`config.mk`:
```
export PLATFORM = sky130hd
export DESIGN_NAME = wbuf
export DESIGN_NICKNAME = d
export VERILOG_FILES = /design/src/rtl/wbuf.sv
export SDC_FILE = /design/constraint.sdc
export NUM_CORES = 1
export LEC_CHECK = 0
export CAP_MARGIN = 10
export CORE_MARGIN = 5
export CORE_UTILIZATION = 35
export CTS_CLUSTER_SIZE = 16
export DETAILED_ROUTE_END_ITERATION = 6
export PLACE_DENSITY = 0.58
export SLEW_MARGIN = 10
export SYNTH_ARGS = -nofsm -noshare
export SYNTH_HDL_FRONTEND = slang
export SYNTH_SLANG_ARGS = --single-unit
```
`constraint.sdc`:
```
create_clock -name clk -period 5.05 [get_ports clk]
set_clock_uncertainty 0.1 [all_clocks]
set_input_delay 0.505 -clock clk [delete_from_list [all_inputs] [get_ports clk]]
set_output_delay 0.505 -clock clk [all_outputs]
set_load 0.1 [all_outputs]
```
`src/rtl/wbuf.sv`:
```
// wbuf: posted-write FIFO that drains stores one at a time onto the write bus, with a line-granular hazard check
`ifndef CMEM_OFFS_LEN
`define CMEM_OFFS_LEN 6
`endif
`ifndef CMEM_BLK_LEN
`define CMEM_BLK_LEN (64-`CMEM_OFFS_LEN)
`endif
module wbuf #(
  parameter int WBUF_DEPTH = 4,
  parameter int WBUF_PTR   = $clog2(WBUF_DEPTH)
) (
  input  logic                     clk,
  input  logic                     rst,
  input  logic [63:0]              s_addr,
  input  logic [63:0]              s_wdata,
  input  logic [1:0]               s_len,
  input  logic                     s_wr,
  output logic                     s_stall,
  output logic [63:0]              b_addr_w,
  output logic [63:0]              b_wdata_w,
  output logic [1:0]               b_len_w,
  output logic                     b_wr_w,
  input  logic                     b_wr_done,
  input  logic [`CMEM_BLK_LEN-1:0] chk_addr,
  output logic                     chk_hit,
  output logic                     wbuf_empty
);
  typedef enum logic [1:0] {IDLE, ISSUE, GAP} state_t;
  localparam logic [WBUF_PTR:0] FULL_CNT = (WBUF_PTR+1)'(WBUF_DEPTH);
  state_t              r_state, w_next;
  logic [63:0]         r_addr [WBUF_DEPTH];
  logic [63:0]         r_data [WBUF_DEPTH];
  logic [1:0]          r_len  [WBUF_DEPTH];
  logic [WBUF_PTR-1:0] r_head, r_tail;
  logic [WBUF_PTR:0]   r_count;
  logic                w_full, w_empty, w_push, w_pop, w_load;
  assign w_full     = r_count == FULL_CNT;
  assign w_empty    = r_count == '0;
  assign w_push     = s_wr && !w_full;
  assign s_stall    = s_wr && w_full;
  assign w_pop      = r_state == ISSUE && b_wr_done;
  assign b_wr_w     = r_state == ISSUE;
  assign wbuf_empty = w_empty && r_state == IDLE;
  // IDLE and GAP share the same exit rule: issue whenever anything is queued
  always_comb w_next = r_state == ISSUE ? (b_wr_done ? GAP : ISSUE) : (w_empty ? IDLE : ISSUE);
  assign w_load = r_state != ISSUE && w_next == ISSUE;
  always_ff @(posedge clk) begin
    if (w_push) begin
      r_addr[r_tail] <= s_addr;
      r_data[r_tail] <= s_wdata;
      r_len[r_tail]  <= s_len;
    end
  end
  always_ff @(posedge clk or posedge rst) begin
    if (rst) begin
      r_state   <= IDLE;
      r_head    <= '0;
      r_tail    <= '0;
      r_count   <= '0;
      b_addr_w  <= '0;
      b_wdata_w <= '0;
      b_len_w   <= '0;
    end else begin
      r_state <= w_next;
      r_count <= r_count + (WBUF_PTR+1)'(w_push) - (WBUF_PTR+1)'(w_pop);
      if (w_push) r_tail <= r_tail + 1'b1;
      if (w_pop) r_head <= r_head + 1'b1;
      if (w_load) begin
        b_addr_w  <= r_addr[r_head];
        b_wdata_w <= r_data[r_head];
        b_len_w   <= r_len[r_head];
      end
    end
  end
  // slot i is valid when its distance from head is below the occupancy
  always_comb begin
    chk_hit = 1'b0;
    for (int i = 0; i < WBUF_DEPTH; i++)
      chk_hit = chk_hit | (({1'b0, WBUF_PTR'(i) - r_head} < r_count) && r_addr[i][63:`CMEM_OFFS_LEN] == chk_addr);
  end
endmodule

```
==> metrics <==
clk slew on worst S/H paths 60 ps; max frequency 246 MHz; Inserted Clock Buffers 73; initial core utilization 35.3%; Yosys cell types 30; routed vias/inst 5.06; TritonCTS clock tree done; Setup violations, final 0; nets 1,907; Die Span X 286 um; final slew viol count 0; initial antenna violation count 21; most common cell after layout, fill and taps aside edfxtp_1; FP Rows 101; gr busiest metal met2; most frequent cells in the layout edfxtp_1 (520), clkdlybuf4s50_1 (324), xnor2_1 (146); Post-CTS Repair Setup Buffers 0; drt first-iter violations 1,121; Async SR Flop Fraction 21.1%; Routed WL 75,100 um; HP Class in2async; failing checks DRC; final hold viol count 0; Power, Total 23,800 uW; warnings from Yosys 0; core area 75,800 um^2; htree depth 3; Post-CTS Hold Fix Bufs 0; GR met1 Demand/Resource 22.8%; register area share after synthesis 71.4%; first-pass GRT wire length 107,000 um; drt pass-1 iters 7; leak pwr 0.0112 uW; critical path class reg2out; post-synthesis compound-gate area fraction 0.178%; cts repair resizes 0; largest family of logic cells by synthesized area multiplexers; unrepaired setup endpoints after global routing no; Post-DP HPWL 51,700 um; Slew @ Worst Pin 1170 ps; max_slew headroom 21.6%; largest net degree at the start of global routing 87; Max FO, Critical Path 55; routed length per instance 27.3 um; Ports 326; Post-Syn Nets 1,559; drt drc 4; main flop type after synthesis edfxtp_1; Adder-Cell Fraction of Synth Area 0.543%; share of the synthesized area in the top cell type 58.4%; flop and latch count out of synthesis 659; gr ovfl total 0; crit path launch type register; Max IR drop VDD 0.000599 V; minimum clock period 4060 ps; Post-Syn Area per Cell 19.7 um^2; max cap viols 0; GRT Util Overall 18.0%; post-synthesis mux area share 16.5%; port bufs 325; met3 Usage GRT 6.27%; vias in the first global route 14,900; synth top area cells edfxtp_1 (58%), dfrtp_1 (13%), mux4_2 (11%); fill count 6,597; final core occ 44.2%; Yosys top cell by area edfxtp_1; Tcrit/Tclk final 80.3%; pwr/cell area 709 nW/um^2; Final Wtd Congestion 0.941; Area Overhead vs Synth 25.5%; Die Y 286 um; Worst Setup End Kind output pin; worst skew pair latency 610 ps; DR vias 13,900; WP data required 4450 ps; xor/xnor share of the synthesized area 7.79%; most used cell, CP nand4_1; Synth Area in Simple Gates 2.18%; clk sinks 659; Arr. time, crit path 3450 ps; number of synthesized flops with an enable pin 520; Post-Synthesis Cells 1,356; critical-path cell list xnor2_1 -> inv_1 -> ha_1 -> a21oi_1 -> o21ai_1 -> nor4_1 -> nand4_1 -> nand4_1 -> buf_4; die area 82,000 um^2; setup TNS 0 ps; status finished with violations; synthesized area 26,700 um^2; GR met2 Demand/Resource 29.9%; Root Driver clkbuf_16; Slowest cell on crit path dfrtp_4; Clock Path Buffers 3; CP max stage delay 1040 ps; Antenna Nets Post-Route 0; fraction of layout cells with a size suffix above 1 21.7%
-- power by group --
part | switching [uW] | internal [uW] | leakage [uW] | total [uW]
Combinational | 6850 | 3440 | 0.00367 | 10300
Sequential | 858 | 7430 | 0.00639 | 8290
Clock | 2160 | 3050 | 0.00114 | 5220
-- critical path: cells and delay by family, from the launching register on --
family	cells	cell delay, ps
flops	1	1040
simple gates	3	620
buf+inv	2	410
fa+ha+maj	1	270
xor+xnor	1	240
compound gates	2	220
-- metal layers --
metal	vias up	wire, um
met1	7240	30100
met4	22	1620
met5	-	151
li1	6047	-
met3	127	6610
met2	463	36600
-- registers in the layout, summed over array words and instances (netlist names) --
signal	count
r_addr	256
b_addr_w	64
r_tail	2
r_state	2
r_head	2
r_data	256
b_wdata_w	64
b_len_w	2
r_count	3
r_len	8
-- stage by stage --
stage	hold slack [ps]	area (um^2)	setup WS, ps	std cells
after floorplan	480	26700	534	1356
after global placement	366	31200	1240	2607
after detailed placement	383	31200	1370	2607
after CTS	245	33500	952	2739
after global routing	288	33500	844	2740
final	242	33500	993	2749
-- Yosys cell counts, types with 6 or more instances --
library cell	number
dfrtp_1	139
buf_2	29
mux4_2	130
edfxtp_1	520
inv_1	9
ha_1	10
nand4_1	40
nor4_1	33
mux2_2	117
xor2_1	92
xnor2_1	146
mux2_1	13
clkbuf_1	37
buf_6	6
-- layout make-up --
| type | count | area (um^2) | area share, % |
|---|---|---|---|
| Sequential cell | 659 | 19100 | 56.9 |
| Clock inverter | 26 | 262 | 0.779 |
| Antenna cell | 10 | 25.0 | 0.0746 |
| Tap cell | 978 | 1220 | 3.65 |
| Inverter | 9 | 38.8 | 0.116 |
| Multi-Input combinational cell | 616 | 7280 | 21.7 |
| Timing Repair Buffer | 345 | 3530 | 10.5 |
| Clock buffer | 106 | 2090 | 6.24 |
-- logic make-up (layout without fill, tap and decap cells) --
logic type | Yosys count | count (layout)
xor+xnor | 238 | 238
compound gates | 9 | 9
simple gates | 97 | 97
other cells | 0 | 10
mux | 261 | 261
fa+ha+maj | 11 | 11
buf+inv | 81 | 486
flops | 659 | 659
-- final timing paths --
path,startpoint,to,slack [ps],cells past startpoint
min in group clk,b_wdata_w[61]$_DFFE_PP0P_,b_wdata_w[61]$_DFFE_PP0P_,390,1
worst max-delay path,r_head[1]$_DFFE_PP0P_,chk_hit,990,9
worst max register to register,r_head[1]$_DFFE_PP0P_,b_addr_w[21]$_DFFE_PP0P_,1610,4
worst min register to register,b_wdata_w[61]$_DFFE_PP0P_,b_wdata_w[61]$_DFFE_PP0P_,390,1
worst min-delay path,rst,b_wdata_w[35]$_DFFE_PP0P_,240,2
max in group asynchronous,rst,r_head[1]$_DFFE_PP0P_,3590,3
No activity file was read; power rests on OpenSTA's default activity.
==> variant: new RTL, same settings <==
Re-encode `state_t` (3 states) as one-hot, 3 bits wide.
--- a/src/rtl/wbuf.sv
+++ b/src/rtl/wbuf.sv
@@ -25,7 +25,7 @@
   output logic                     chk_hit,
   output logic                     wbuf_empty
 );
-  typedef enum logic [1:0] {IDLE, ISSUE, GAP} state_t;
+  typedef enum logic [2:0] {IDLE = 3'b001, ISSUE = 3'b010, GAP = 3'b100} state_t;
   localparam logic [WBUF_PTR:0] FULL_CNT = (WBUF_PTR+1)'(WBUF_DEPTH);
   state_t              r_state, w_next;
   logic [63:0]         r_addr [WBUF_DEPTH];
Check against the original RTL: same outputs for any inputs over 4 cycles, from zero or initial values and one cycle with rst high; so few cycles prove little.
==> variant against the original RTL <==
- area after synthesis rose by 0.16%
- final area increased by 0.58%
- critical path depth did not move
- total power is 0.94% higher
- count of clock-buffer cells in the layout decreased by 2
- routed wire length rose by 1.4%
- synthesized cell count is 0.29% higher
- sequential cell count rose by 1
- worst setup slack gained 0.17 ns
- largest cell class unchanged
==> variant: results (changes against the original RTL) <==
metric;value;unit;change
status;complete, no violations;;was finished with violations
Tot GR Track Use;0.1835;;was 0.1803
Via density;4.977;;was 5.056
clk pwr;5.32;mW;was 5.22 mW
layout cells sized above 1;0.2129;;was 0.2175
Leakage;11.26;nW;was 11.19 nW
worst endpoint data arrival time;3.28;ns;was 3.45 ns
sequential fraction of the synthesis area;0.7138;;was 0.7140
placement-stage cell area;0.03126;mm^2;was 0.03117 mm^2
first-pass GRT wire length;108.4;mm;was 106.9 mm
Syn Nets;1563;;was 1,559
net switching power;9.961;mW;was 9.875 mW
largest net degree at the start of global routing;112;;was 87
Max Fanout on Critical Path;45;;was 55
Placer Congestion;0.9475;;was 0.9405
post-DP HPWL;52.50;mm;was 51.73 mm
DRC Markers;0;;was 4
Peak VDD IR;0.5212;mV;was 0.5986 mV
net total in the final layout;1911;;was 1,907
Post-Syn Instances;1360;;was 1,356
Worst-Margin Slew;1.114;ns;was 1.172 ns
Place WS;1.356;ns;was 1.365 ns
most area-consuming cells after synthesis;edfxtp_1, dfrtp_1, mux4_2;;unchanged
Sequential Power;8.23;mW;was 8.29 mW
final wirelength;76.12;mm;was 75.07 mm
antenna violations before repair;24;;was 21
Synth async-reset ratio;0.2121;;was 0.2109
commonest cells in the netlist;edfxtp_1, xnor2_1, dfrtp_1;;unchanged
Inserted Clock Buffers;75;;was 73
## variant: cell count changes after synthesis, sizes merged
cell    delta
and3       +1
buf        +3
clkbuf     -2
dfstp      +1
mux2i      -1
nor2       +2
## variant: path summary, 6_finish.rpt
kind,to,from,slack (ns)
worst max-delay path,chk_hit,r_head[1],1.16
worst min-delay path,b_wdata_w[1],rst,0.33
worst max register to register,b_addr_w[61],r_head[1],1.44
worst min register to register,b_addr_w[12],b_addr_w[12],0.39
max in group asynchronous,b_addr_w[26],rst,3.59
min in group clk,b_addr_w[12],b_addr_w[12],0.39
## variant: area by class of cell
cell class / instances / area [um^2] / area share
antenna: 16 / 40.04 / 0.001187
sequential: 660 / 19130 / 0.5668
clock buffer: 104 / 2117 / 0.06274
tap: 1030 / 1289 / 0.03819
inverter: 9 / 38.79 / 0.001149
multi-input combinational: 618 / 7289 / 0.2160
timing repair buffer: 344 / 3518 / 0.1043
clock inverter: 36 / 324.1 / 0.009604
## variant: kinds of logic after synthesis
| logic type | count (synthesis) | synth area share |
|---|---|---|
| buffers and inverters | 82 | 0.01467 |
| and+or+nand+nor | 100 | 0.02252 |
| AOI/OAI and AO/OA | 9 | 0.001775 |
| muxes | 260 | 0.1640 |
| xor gates and xnor gates | 238 | 0.07783 |
| adders and majority gates | 11 | 0.005419 |
| DFF | 660 | 0.7138 |
## variant: critical path: stages (launching register included)
cell     delay [ns]
dfrtp_4        0.94
xnor2_1        0.23
inv_1          0.07
ha_1           0.28
a21oi_1        0.21
o21ai_1        0.11
nor4_1         0.18
nand4_1        0.12
nand4_1        0.19
buf_4          0.33
## variant: metal layers
layer	GRT usage	wire [um]	vias up
met1	0.2379	30330	7286
met2	0.2924	36180	521
met5	0	148	-
met3	0.06799	7729	128
met4	0.05042	1725	22
li1	-	-	6063
